## src/rtl/vga_timing_pattern_pkg.sv

```systemverilog
// Shared VGA timing defaults (640x480@60), pattern mode codes and colour helpers.
// Other resolutions reuse this package and override the timing parameters.
package vga_timing_pattern_pkg;

  localparam int unsigned VGA640_H_VISIBLE     = 640;
  localparam int unsigned VGA640_H_FRONT_PORCH = 16;
  localparam int unsigned VGA640_H_SYNC_PULSE  = 96;
  localparam int unsigned VGA640_H_BACK_PORCH  = 48;
  localparam int unsigned VGA640_V_VISIBLE     = 480;
  localparam int unsigned VGA640_V_FRONT_PORCH = 10;
  localparam int unsigned VGA640_V_SYNC_PULSE  = 2;
  localparam int unsigned VGA640_V_BACK_PORCH  = 33;
  localparam bit          VGA640_H_SYNC_POL    = 1'b0;
  localparam bit          VGA640_V_SYNC_POL    = 1'b0;

  localparam int unsigned DEFAULT_COLOR_BITS = 8;
  localparam int unsigned DEFAULT_BITS_X     = 10;
  localparam int unsigned DEFAULT_BITS_Y     = 10;
  localparam int unsigned FRAME_COUNT_W      = 8;

  localparam int unsigned BAR_COUNT = 8;
  localparam int unsigned BAR_IDX_W = 4;

  typedef enum logic [1:0] {
    PAT_BARS     = 2'd0,
    PAT_CHECKER  = 2'd1,
    PAT_GRADIENT = 2'd2,
    PAT_STRIPES  = 2'd3
  } pattern_mode_e;

  // Per-channel full-scale enables for the flat-colour patterns
  typedef struct packed {
    logic r;
    logic g;
    logic b;
  } rgb_mask_t;

  // Colour bar order; index BAR_COUNT and above covers the black remainder
  function automatic rgb_mask_t bar_color(input logic [BAR_IDX_W-1:0] idx);
    rgb_mask_t c;
    c = rgb_mask_t'(3'b000);
    case (idx)
      4'd0:    c = rgb_mask_t'(3'b111);
      4'd1:    c = rgb_mask_t'(3'b110);
      4'd2:    c = rgb_mask_t'(3'b011);
      4'd3:    c = rgb_mask_t'(3'b010);
      4'd4:    c = rgb_mask_t'(3'b101);
      4'd5:    c = rgb_mask_t'(3'b100);
      4'd6:    c = rgb_mask_t'(3'b001);
      default: c = rgb_mask_t'(3'b000);
    endcase
    return c;
  endfunction

endpackage

```

## src/rtl/vga_timing_pattern_sync_counter.sv

```systemverilog
// Beam position counters plus combinational blank/sync decode of the current position.
// Consumers register the _c outputs so everything leaves aligned with the position.
module vga_sync_counter
  import vga_timing_pattern_pkg::*;
#(
  parameter int unsigned C_h_visible       = VGA640_H_VISIBLE,
  parameter int unsigned C_h_front_porch   = VGA640_H_FRONT_PORCH,
  parameter int unsigned C_h_sync_pulse    = VGA640_H_SYNC_PULSE,
  parameter int unsigned C_h_back_porch    = VGA640_H_BACK_PORCH,
  parameter int unsigned C_v_visible       = VGA640_V_VISIBLE,
  parameter int unsigned C_v_front_porch   = VGA640_V_FRONT_PORCH,
  parameter int unsigned C_v_sync_pulse    = VGA640_V_SYNC_PULSE,
  parameter int unsigned C_v_back_porch    = VGA640_V_BACK_PORCH,
  parameter bit          C_h_sync_polarity = VGA640_H_SYNC_POL,
  parameter bit          C_v_sync_polarity = VGA640_V_SYNC_POL,
  parameter int unsigned C_bits_x          = DEFAULT_BITS_X,
  parameter int unsigned C_bits_y          = DEFAULT_BITS_Y
) (
  input  logic                i_clk,
  input  logic                i_reset,
  output logic [C_bits_x-1:0] o_x,
  output logic [C_bits_y-1:0] o_y,
  output logic                o_x_last_c,
  output logic                o_frame_first_c,
  output logic                o_blank_c,
  output logic                o_hsync_c,
  output logic                o_vsync_c
);

  localparam int unsigned H_TOTAL  = C_h_visible + C_h_front_porch + C_h_sync_pulse + C_h_back_porch;
  localparam int unsigned V_TOTAL  = C_v_visible + C_v_front_porch + C_v_sync_pulse + C_v_back_porch;
  localparam int unsigned HS_START = C_h_visible + C_h_front_porch;
  localparam int unsigned HS_END   = HS_START + C_h_sync_pulse;
  localparam int unsigned VS_START = C_v_visible + C_v_front_porch;
  localparam int unsigned VS_END   = VS_START + C_v_sync_pulse;

  logic [C_bits_x-1:0] r_x;
  logic [C_bits_y-1:0] r_y;
  logic                w_x_last;
  logic                w_y_last;
  logic                w_hs_active;
  logic                w_vs_active;

  assign w_x_last = (r_x == C_bits_x'(H_TOTAL - 1));
  assign w_y_last = (r_y == C_bits_y'(V_TOTAL - 1));

  // Raster scan: x every pixel, y only on x wrap
  always_ff @(posedge i_clk) begin
    if (i_reset) begin
      r_x <= '0;
      r_y <= '0;
    end else if (w_x_last) begin
      r_x <= '0;
      r_y <= w_y_last ? '0 : r_y + C_bits_y'(1);
    end else begin
      r_x <= r_x + C_bits_x'(1);
    end
  end

  assign w_hs_active = (r_x >= C_bits_x'(HS_START)) && (r_x < C_bits_x'(HS_END));
  assign w_vs_active = (r_y >= C_bits_y'(VS_START)) && (r_y < C_bits_y'(VS_END));

  assign o_x             = r_x;
  assign o_y             = r_y;
  assign o_x_last_c      = w_x_last;
  assign o_frame_first_c = (r_x == '0) && (r_y == '0);
  assign o_blank_c       = (r_x >= C_bits_x'(C_h_visible)) || (r_y >= C_bits_y'(C_v_visible));
  assign o_hsync_c       = w_hs_active ? C_h_sync_polarity : ~C_h_sync_polarity;
  assign o_vsync_c       = w_vs_active ? C_v_sync_polarity : ~C_v_sync_polarity;

endmodule

```

## src/rtl/vga_timing_pattern.sv

```systemverilog
// VGA timing generator with built-in test patterns; every output is registered
// one cycle after the beam counter state so position, syncs and colour stay aligned.
module vga_timing_pattern
  import vga_timing_pattern_pkg::*;
#(
  parameter int unsigned C_h_visible       = VGA640_H_VISIBLE,
  parameter int unsigned C_h_front_porch   = VGA640_H_FRONT_PORCH,
  parameter int unsigned C_h_sync_pulse    = VGA640_H_SYNC_PULSE,
  parameter int unsigned C_h_back_porch    = VGA640_H_BACK_PORCH,
  parameter int unsigned C_v_visible       = VGA640_V_VISIBLE,
  parameter int unsigned C_v_front_porch   = VGA640_V_FRONT_PORCH,
  parameter int unsigned C_v_sync_pulse    = VGA640_V_SYNC_PULSE,
  parameter int unsigned C_v_back_porch    = VGA640_V_BACK_PORCH,
  parameter bit          C_h_sync_polarity = VGA640_H_SYNC_POL,
  parameter bit          C_v_sync_polarity = VGA640_V_SYNC_POL,
  parameter int unsigned C_color_bits      = DEFAULT_COLOR_BITS,
  parameter int unsigned C_bits_x          = DEFAULT_BITS_X,
  parameter int unsigned C_bits_y          = DEFAULT_BITS_Y
) (
  input  logic                     clk_pixel,
  input  logic                     reset,
  input  logic                     test_picture,
  input  logic [1:0]               pattern_mode,
  output logic [C_color_bits-1:0]  vga_r,
  output logic [C_color_bits-1:0]  vga_g,
  output logic [C_color_bits-1:0]  vga_b,
  output logic                     vga_hsync,
  output logic                     vga_vsync,
  output logic                     vga_blank,
  output logic [C_bits_x-1:0]      beam_x,
  output logic [C_bits_y-1:0]      beam_y,
  output logic                     frame_start,
  output logic [FRAME_COUNT_W-1:0] frame_count
);

  localparam int unsigned BAR_W = C_h_visible / BAR_COUNT;

  logic [C_bits_x-1:0]      w_x;
  logic [C_bits_y-1:0]      w_y;
  logic                     w_x_last;
  logic                     w_frame_first;
  logic                     w_blank;
  logic                     w_hsync;
  logic                     w_vsync;

  pattern_mode_e            r_mode;
  pattern_mode_e            w_mode;
  logic [C_bits_x-1:0]      r_bar_pix;
  logic [BAR_IDX_W-1:0]     r_bar_idx;
  logic                     r_started;
  logic [FRAME_COUNT_W-1:0] w_fc_next;
  logic [5:0]               w_stripe_sum;
  logic                     w_stripe_on;
  rgb_mask_t                w_mask;
  logic [C_color_bits-1:0]  w_r;
  logic [C_color_bits-1:0]  w_g;
  logic [C_color_bits-1:0]  w_b;

  logic [C_color_bits-1:0]  r_r;
  logic [C_color_bits-1:0]  r_g;
  logic [C_color_bits-1:0]  r_b;
  logic                     r_hsync;
  logic                     r_vsync;
  logic                     r_blank;
  logic [C_bits_x-1:0]      r_beam_x;
  logic [C_bits_y-1:0]      r_beam_y;
  logic                     r_frame_start;
  logic [FRAME_COUNT_W-1:0] r_frame_count;

  vga_sync_counter #(
    .C_h_visible       (C_h_visible),
    .C_h_front_porch   (C_h_front_porch),
    .C_h_sync_pulse    (C_h_sync_pulse),
    .C_h_back_porch    (C_h_back_porch),
    .C_v_visible       (C_v_visible),
    .C_v_front_porch   (C_v_front_porch),
    .C_v_sync_pulse    (C_v_sync_pulse),
    .C_v_back_porch    (C_v_back_porch),
    .C_h_sync_polarity (C_h_sync_polarity),
    .C_v_sync_polarity (C_v_sync_polarity),
    .C_bits_x          (C_bits_x),
    .C_bits_y          (C_bits_y)
  ) u_sync_counter (
    .i_clk           (clk_pixel),
    .i_reset         (reset),
    .o_x             (w_x),
    .o_y             (w_y),
    .o_x_last_c      (w_x_last),
    .o_frame_first_c (w_frame_first),
    .o_blank_c       (w_blank),
    .o_hsync_c       (w_hsync),
    .o_vsync_c       (w_vsync)
  );

  // Mode is captured at pixel (0,0) and applies to that pixel and the rest of the frame
  assign w_mode = w_frame_first ? pattern_mode_e'(pattern_mode) : r_mode;

  always_ff @(posedge clk_pixel) begin
    if (reset) begin
      r_mode <= PAT_BARS;
    end else if (w_frame_first) begin
      r_mode <= pattern_mode_e'(pattern_mode);
    end
  end

  // Bar index tracks the counter x without a divider; saturates on the black remainder
  always_ff @(posedge clk_pixel) begin
    if (reset || w_x_last) begin
      r_bar_pix <= '0;
      r_bar_idx <= '0;
    end else if (r_bar_pix == C_bits_x'(BAR_W - 1)) begin
      r_bar_pix <= '0;
      if (r_bar_idx != BAR_IDX_W'(BAR_COUNT)) begin
        r_bar_idx <= r_bar_idx + BAR_IDX_W'(1);
      end
    end else begin
      r_bar_pix <= r_bar_pix + C_bits_x'(1);
    end
  end

  // The frame_start right after reset opens frame 0, so it does not count a completed frame
  always_ff @(posedge clk_pixel) begin
    if (reset) begin
      r_started <= 1'b0;
    end else if (w_frame_first) begin
      r_started <= 1'b1;
    end
  end

  assign w_fc_next = (w_frame_first && r_started) ? r_frame_count + FRAME_COUNT_W'(1) : r_frame_count;

  // Bit 5 of the full-width sum depends only on the low six bits of each operand
  assign w_stripe_sum = 6'(w_x) + 6'(w_y) + 6'(w_fc_next);
  assign w_stripe_on  = (w_stripe_sum >= 6'd32);

  always_comb begin
    w_mask = rgb_mask_t'(3'b000);
    case (w_mode)
      PAT_BARS:    w_mask = bar_color(r_bar_idx);
      PAT_CHECKER: w_mask = rgb_mask_t'({3{w_x[5] ^ w_y[5]}});
      PAT_STRIPES: w_mask = rgb_mask_t'({3{w_stripe_on}});
      default:     w_mask = rgb_mask_t'(3'b000);
    endcase
  end

  always_comb begin
    w_r = '0;
    w_g = '0;
    w_b = '0;
    if (test_picture && !w_blank) begin
      if (w_mode == PAT_GRADIENT) begin
        w_r = C_color_bits'(w_x);
        w_g = C_color_bits'(w_x);
        w_b = C_color_bits'(w_x);
      end else begin
        w_r = {C_color_bits{w_mask.r}};
        w_g = {C_color_bits{w_mask.g}};
        w_b = {C_color_bits{w_mask.b}};
      end
    end
  end

  always_ff @(posedge clk_pixel) begin
    if (reset) begin
      r_r           <= '0;
      r_g           <= '0;
      r_b           <= '0;
      r_hsync       <= ~C_h_sync_polarity;
      r_vsync       <= ~C_v_sync_polarity;
      r_blank       <= 1'b1;
      r_beam_x      <= '0;
      r_beam_y      <= '0;
      r_frame_start <= 1'b0;
      r_frame_count <= '0;
    end else begin
      r_r           <= w_r;
      r_g           <= w_g;
      r_b           <= w_b;
      r_hsync       <= w_hsync;
      r_vsync       <= w_vsync;
      r_blank       <= w_blank;
      r_beam_x      <= w_x;
      r_beam_y      <= w_y;
      r_frame_start <= w_frame_first;
      r_frame_count <= w_fc_next;
    end
  end

  assign vga_r       = r_r;
  assign vga_g       = r_g;
  assign vga_b       = r_b;
  assign vga_hsync   = r_hsync;
  assign vga_vsync   = r_vsync;
  assign vga_blank   = r_blank;
  assign beam_x      = r_beam_x;
  assign beam_y      = r_beam_y;
  assign frame_start = r_frame_start;
  assign frame_count = r_frame_count;

endmodule

```

## config.mk

```make
export PLATFORM = sky130hd
export DESIGN_NAME = vga_timing_pattern
export DESIGN_NICKNAME = d
export VERILOG_FILES = /design/src/rtl/vga_timing_pattern_pkg.sv /design/src/rtl/vga_timing_pattern_sync_counter.sv /design/src/rtl/vga_timing_pattern.sv
export SDC_FILE = /design/constraint.sdc
export NUM_CORES = 1
export LEC_CHECK = 0
export ABC_AREA = 1
export BUFFER_PORTS_ARGS = -buffer_cell sky130_fd_sc_hd__clkbuf_2
export CORE_MARGIN = 5
export CORE_UTILIZATION = 56
export DETAILED_ROUTE_END_ITERATION = 8
export HOLD_SLACK_MARGIN = 0.05
export PLACE_DENSITY_LB_ADDON = 0.15
export SYNTH_ARGS = -nofsm -noshare
export SYNTH_HDL_FRONTEND = slang
export SYNTH_SLANG_ARGS = --single-unit
```

## constraint.sdc

```tcl
create_clock -name clk_pixel -period 4.12 [get_ports clk_pixel]
set_input_delay 0.412 -clock clk_pixel [delete_from_list [all_inputs] [get_ports clk_pixel]]
set_output_delay 0.412 -clock clk_pixel [all_outputs]
set_load 0.02 [all_outputs]
```

==> impl_metrics.csv <==
group,metric,value,unit
floorplanning,core.rowCount,30,
grt,track_usage,19.8,%
synthesis,synth_area_leader_cell,"dfxtp_1",
timing,setup_ws,0.269,ns
route,drtIter0Drc,142,
min_path,worst_hold_path.endpoint,"r_mode[0]",
route,wl_per_cell,12.6,um
status,outcome,"finished clean",
clock_network,post_cts_buffers,0,
placed_design,placed_cells,649,
min_path,hold_depth,5,
grt,grt_max_degree,35,
synthesis,ys_ff_latch,93,
synthesis,synth_area_leaders,"dfxtp_1 47%, inv_1 7.7%, nand2_1 7.7%",
clock_network,htree_levels,3,
worst_setup_path,cp.required,4.38,ns
grt,grt_pass1_wl,13900,um
worst_setup_path,arrival,4.11,ns
placed_design,gp_congestion,0.894,
clock_network,cts_buffer_depth,2,
route,viasPerCell,4.98,
timing,slew_viol_final,0,
grt,antenna_found_initial,0,
timing,final.period_utilization,93.5,%
floorplanning,die_h,94.3,um
power_and_ir_drop,irDropWorstVdd,0.227,mV
clock_network,cts_buffers,9,
cells_and_area,fin_cells,667,
cells_and_area,area_growth,14.7,%
clock_network,cts_resized,0,
clock_network,clock-root-buffer,"clkbuf_8",
cells_and_area,nets,590,
clock_network,cts.sinks,93,
route,ant_nets,0,
synthesis,async_flop_share,0,%
floorplanning,core-area,6870,um2
floorplanning,die_area,8890,um2
min_path,min_path_type,"in2reg",
synthesis,yosysSeqAreaShare,46.8,%
cells_and_area,finalInstanceArea,4560,um2
placed_design,placed_area,4350,um2
synthesis,syn-instance-count,501,
worst_setup_path,worst_r2r_endpoint,"vga_r[2]",
synthesis,synth_ff_type,"dfxtp_1",
synthesis,synth_edf_count,0,
power_and_ir_drop,powerDensity,381,nW/um2
timing,rsz0062_at_grt,"false",
route,dr.pass1.iters,5,
worst_setup_path,ff2ff_path_depth,22,
worst_setup_path,r2r_slack,0.27,ns
min_path,min_from,"pattern_mode[0]",
placed_design,dp_hpwl,6130,um
timing,skew,0.0130,ns
timing,fin_hold_ws,0.447,ns
timing,max_freq,0.260,GHz
grt,grt_pass1_vias,3035,
power_and_ir_drop,total_power,1.74,mW
clock_network,cts_tree,"done",
worst_setup_path,crit_path_max_fanout,6,
floorplanning,chipWidth,94.3,um
clock_network,insertion_delay,0.36,ns
power_and_ir_drop,leakagePower,2.23,nW
placed_design,place_ws,0.278,ns
cells_and_area,finish.utilization,66.4,%
timing,period_minus_slack,3.85,ns
timing,relSlewSlack,54.0,%
floorplanning,pin_count,61,
clock_network,cts_hold_buf,0,
timing,final-setup-viol-count,0,
worst_setup_path,start_kind,"flop",
synthesis,syn-num-nets,525,
route,vias,3319,
synthesis,synth_cell_types,35,
run,max_cap_violations,0,
cells_and_area,fillCellCount,640,
floorplanning,initial_core_util,57.9,%
route,wirelength,8410,um
route,route.detailed.drc,0,
grt,grt-ovfl-total,0,
cells_and_area,antenna_cells,0,
placed_design,io_buffers,60,
synthesis,synth_top_area_share,46.8,%
synthesis,avgSynthCellArea,7.94,um2
worst_setup_path,r2r_start,"u_sync_counter.o_y[1]",
clock_network,cts.reportedPaths.clkPinSlew,0.08,ns
timing,finalSetupTns,0,ns
synthesis,ys_warn_count,0,
synthesis,syn-cell-area,3980,um2
cells_and_area,drive_gt1_share,18.9,%
timing,tightest_slew,0.689,ns
worst_setup_path,worstSetupPathType,"reg2reg",
worst_setup_path,crit_path_end_kind,"flop",
timing,finalHoldViolCount,0,
==> metal layers <==
metal	vias up	routed length, um	global-route usage [%]
met4	0	171	8.78
met3	15	574	3.85
met2	118	3810	30.9
li1	1683	-	-
met1	1503	3860	26.6
met5	-	0	0
==> cell usage after synthesis (3+ instances only) <==
library cell,count
a21oi_1,20
buf_2,3
clkbuf_1,4
dfxtp_1,93
fa_1,6
ha_1,13
inv_1,82
inv_2,6
nand2_1,82
nand2_2,4
nand3_1,47
nand3_2,3
nand4_1,4
nor2_1,63
nor2_2,6
nor2_4,3
nor3_1,12
nor4_1,5
o21a_1,3
o21ai_0,13
xnor2_1,3
xor2_1,8
==> registers in the layout (all words and copies together) (netlist names), 10 cells and up <==
register            cells
u_sync_counter.o_x     10
u_sync_counter.o_y     10
beam_x                 10
beam_y                 10
r_bar_pix              10
==> cells by family after synthesis <==
family	count (synthesis)	share of synthesized area [%]
AOI/OAI and AO/OA	41	5.76
xor gates and xnor gates	11	2.42
adders and majority gates	19	7.11
buffers and inverters	99	9.82
DFF	93	46.8
muxes	1	0.252
and+or+nand+nor	237	27.8
==> layout make-up <==
type	instances	area [um2]	share of cell area (%)
inverter	90	338	7.41
multi-input combinational	311	1760	38.5
timing repair buffer	61	308	6.75
clock buffer	11	141	3.10
sequential	93	1860	40.8
tap	96	120	2.63
clock inverter	5	36.3	0.796
==> where the power goes <==
group | leakage, nW | internal [mW] | switching [mW]
clock | 0.0815 | 0.236 | 0.316
sequential | 0.756 | 0.934 | 0.0140
combinational | 1.40 | 0.0759 | 0.161
total | 2.23 | 1.25 | 0.490
==> cells in the final DEF, fill, tap and decap left out, types with 2 or more instances in the layout <==
cell type,synthesis,layout
dfxtp_1,93,93
inv_1,82,82
nand2_1,82,82
nor2_1,63,63
clkbuf_2,0,60
nand3_1,47,46
a21oi_1,20,20
ha_1,13,13
nor3_1,12,12
o21ai_0,13,12
clkbuf_8,0,10
xor2_1,8,8
inv_2,6,6
fa_1,6,6
nor2_2,6,5
nor4_1,5,5
nand2_2,4,5
nand3_2,3,4
nor2_4,3,4
nand4_1,4,4
xnor2_1,3,3
nand2_4,2,3
o21a_1,3,3
o21ai_1,2,3
clkinvlp_4,0,3
clkinv_1,2,2
nand3b_1,2,2
==> worst max-delay path, cell delays in order, from the launching register on <==
cell and delay, ns:
dfxtp_1 0.32, inv_1 0.19, ha_1 0.26, nand3_1 0.09
nor2_1 0.14, nand3_2 0.13, nor2_4 0.16, mux2i_2 0.28
fa_1 0.44, inv_1 0.08, ha_1 0.15, inv_1 0.05
fa_1 0.36, o21ai_1 0.18, nand3_1 0.10, nand2_1 0.11
inv_1 0.06, nand3_1 0.09, nand3_2 0.17, nand2_2 0.18
nand3_1 0.09, nand2_1 0.07, inv_1 0.04
==> how the worst max path moves through the flow <==
stage	slack (ns)	to	start
3_3_place_gp	0.48	vga_g[3]	u_sync_counter.o_y[0]
6_report	0.27	vga_r[2]	u_sync_counter.o_y[1]
4_1_cts	0.20	vga_r[2]	u_sync_counter.o_y[1]
5_1_grt	0.02	vga_g[1]	u_sync_counter.o_y[1]
3_5_place_dp	0.28	vga_b[7]	u_sync_counter.o_y[1]
2_1_floorplan	0.73	vga_r[0]	u_sync_counter.o_y[0]
(Power assumes the default switching activity.)
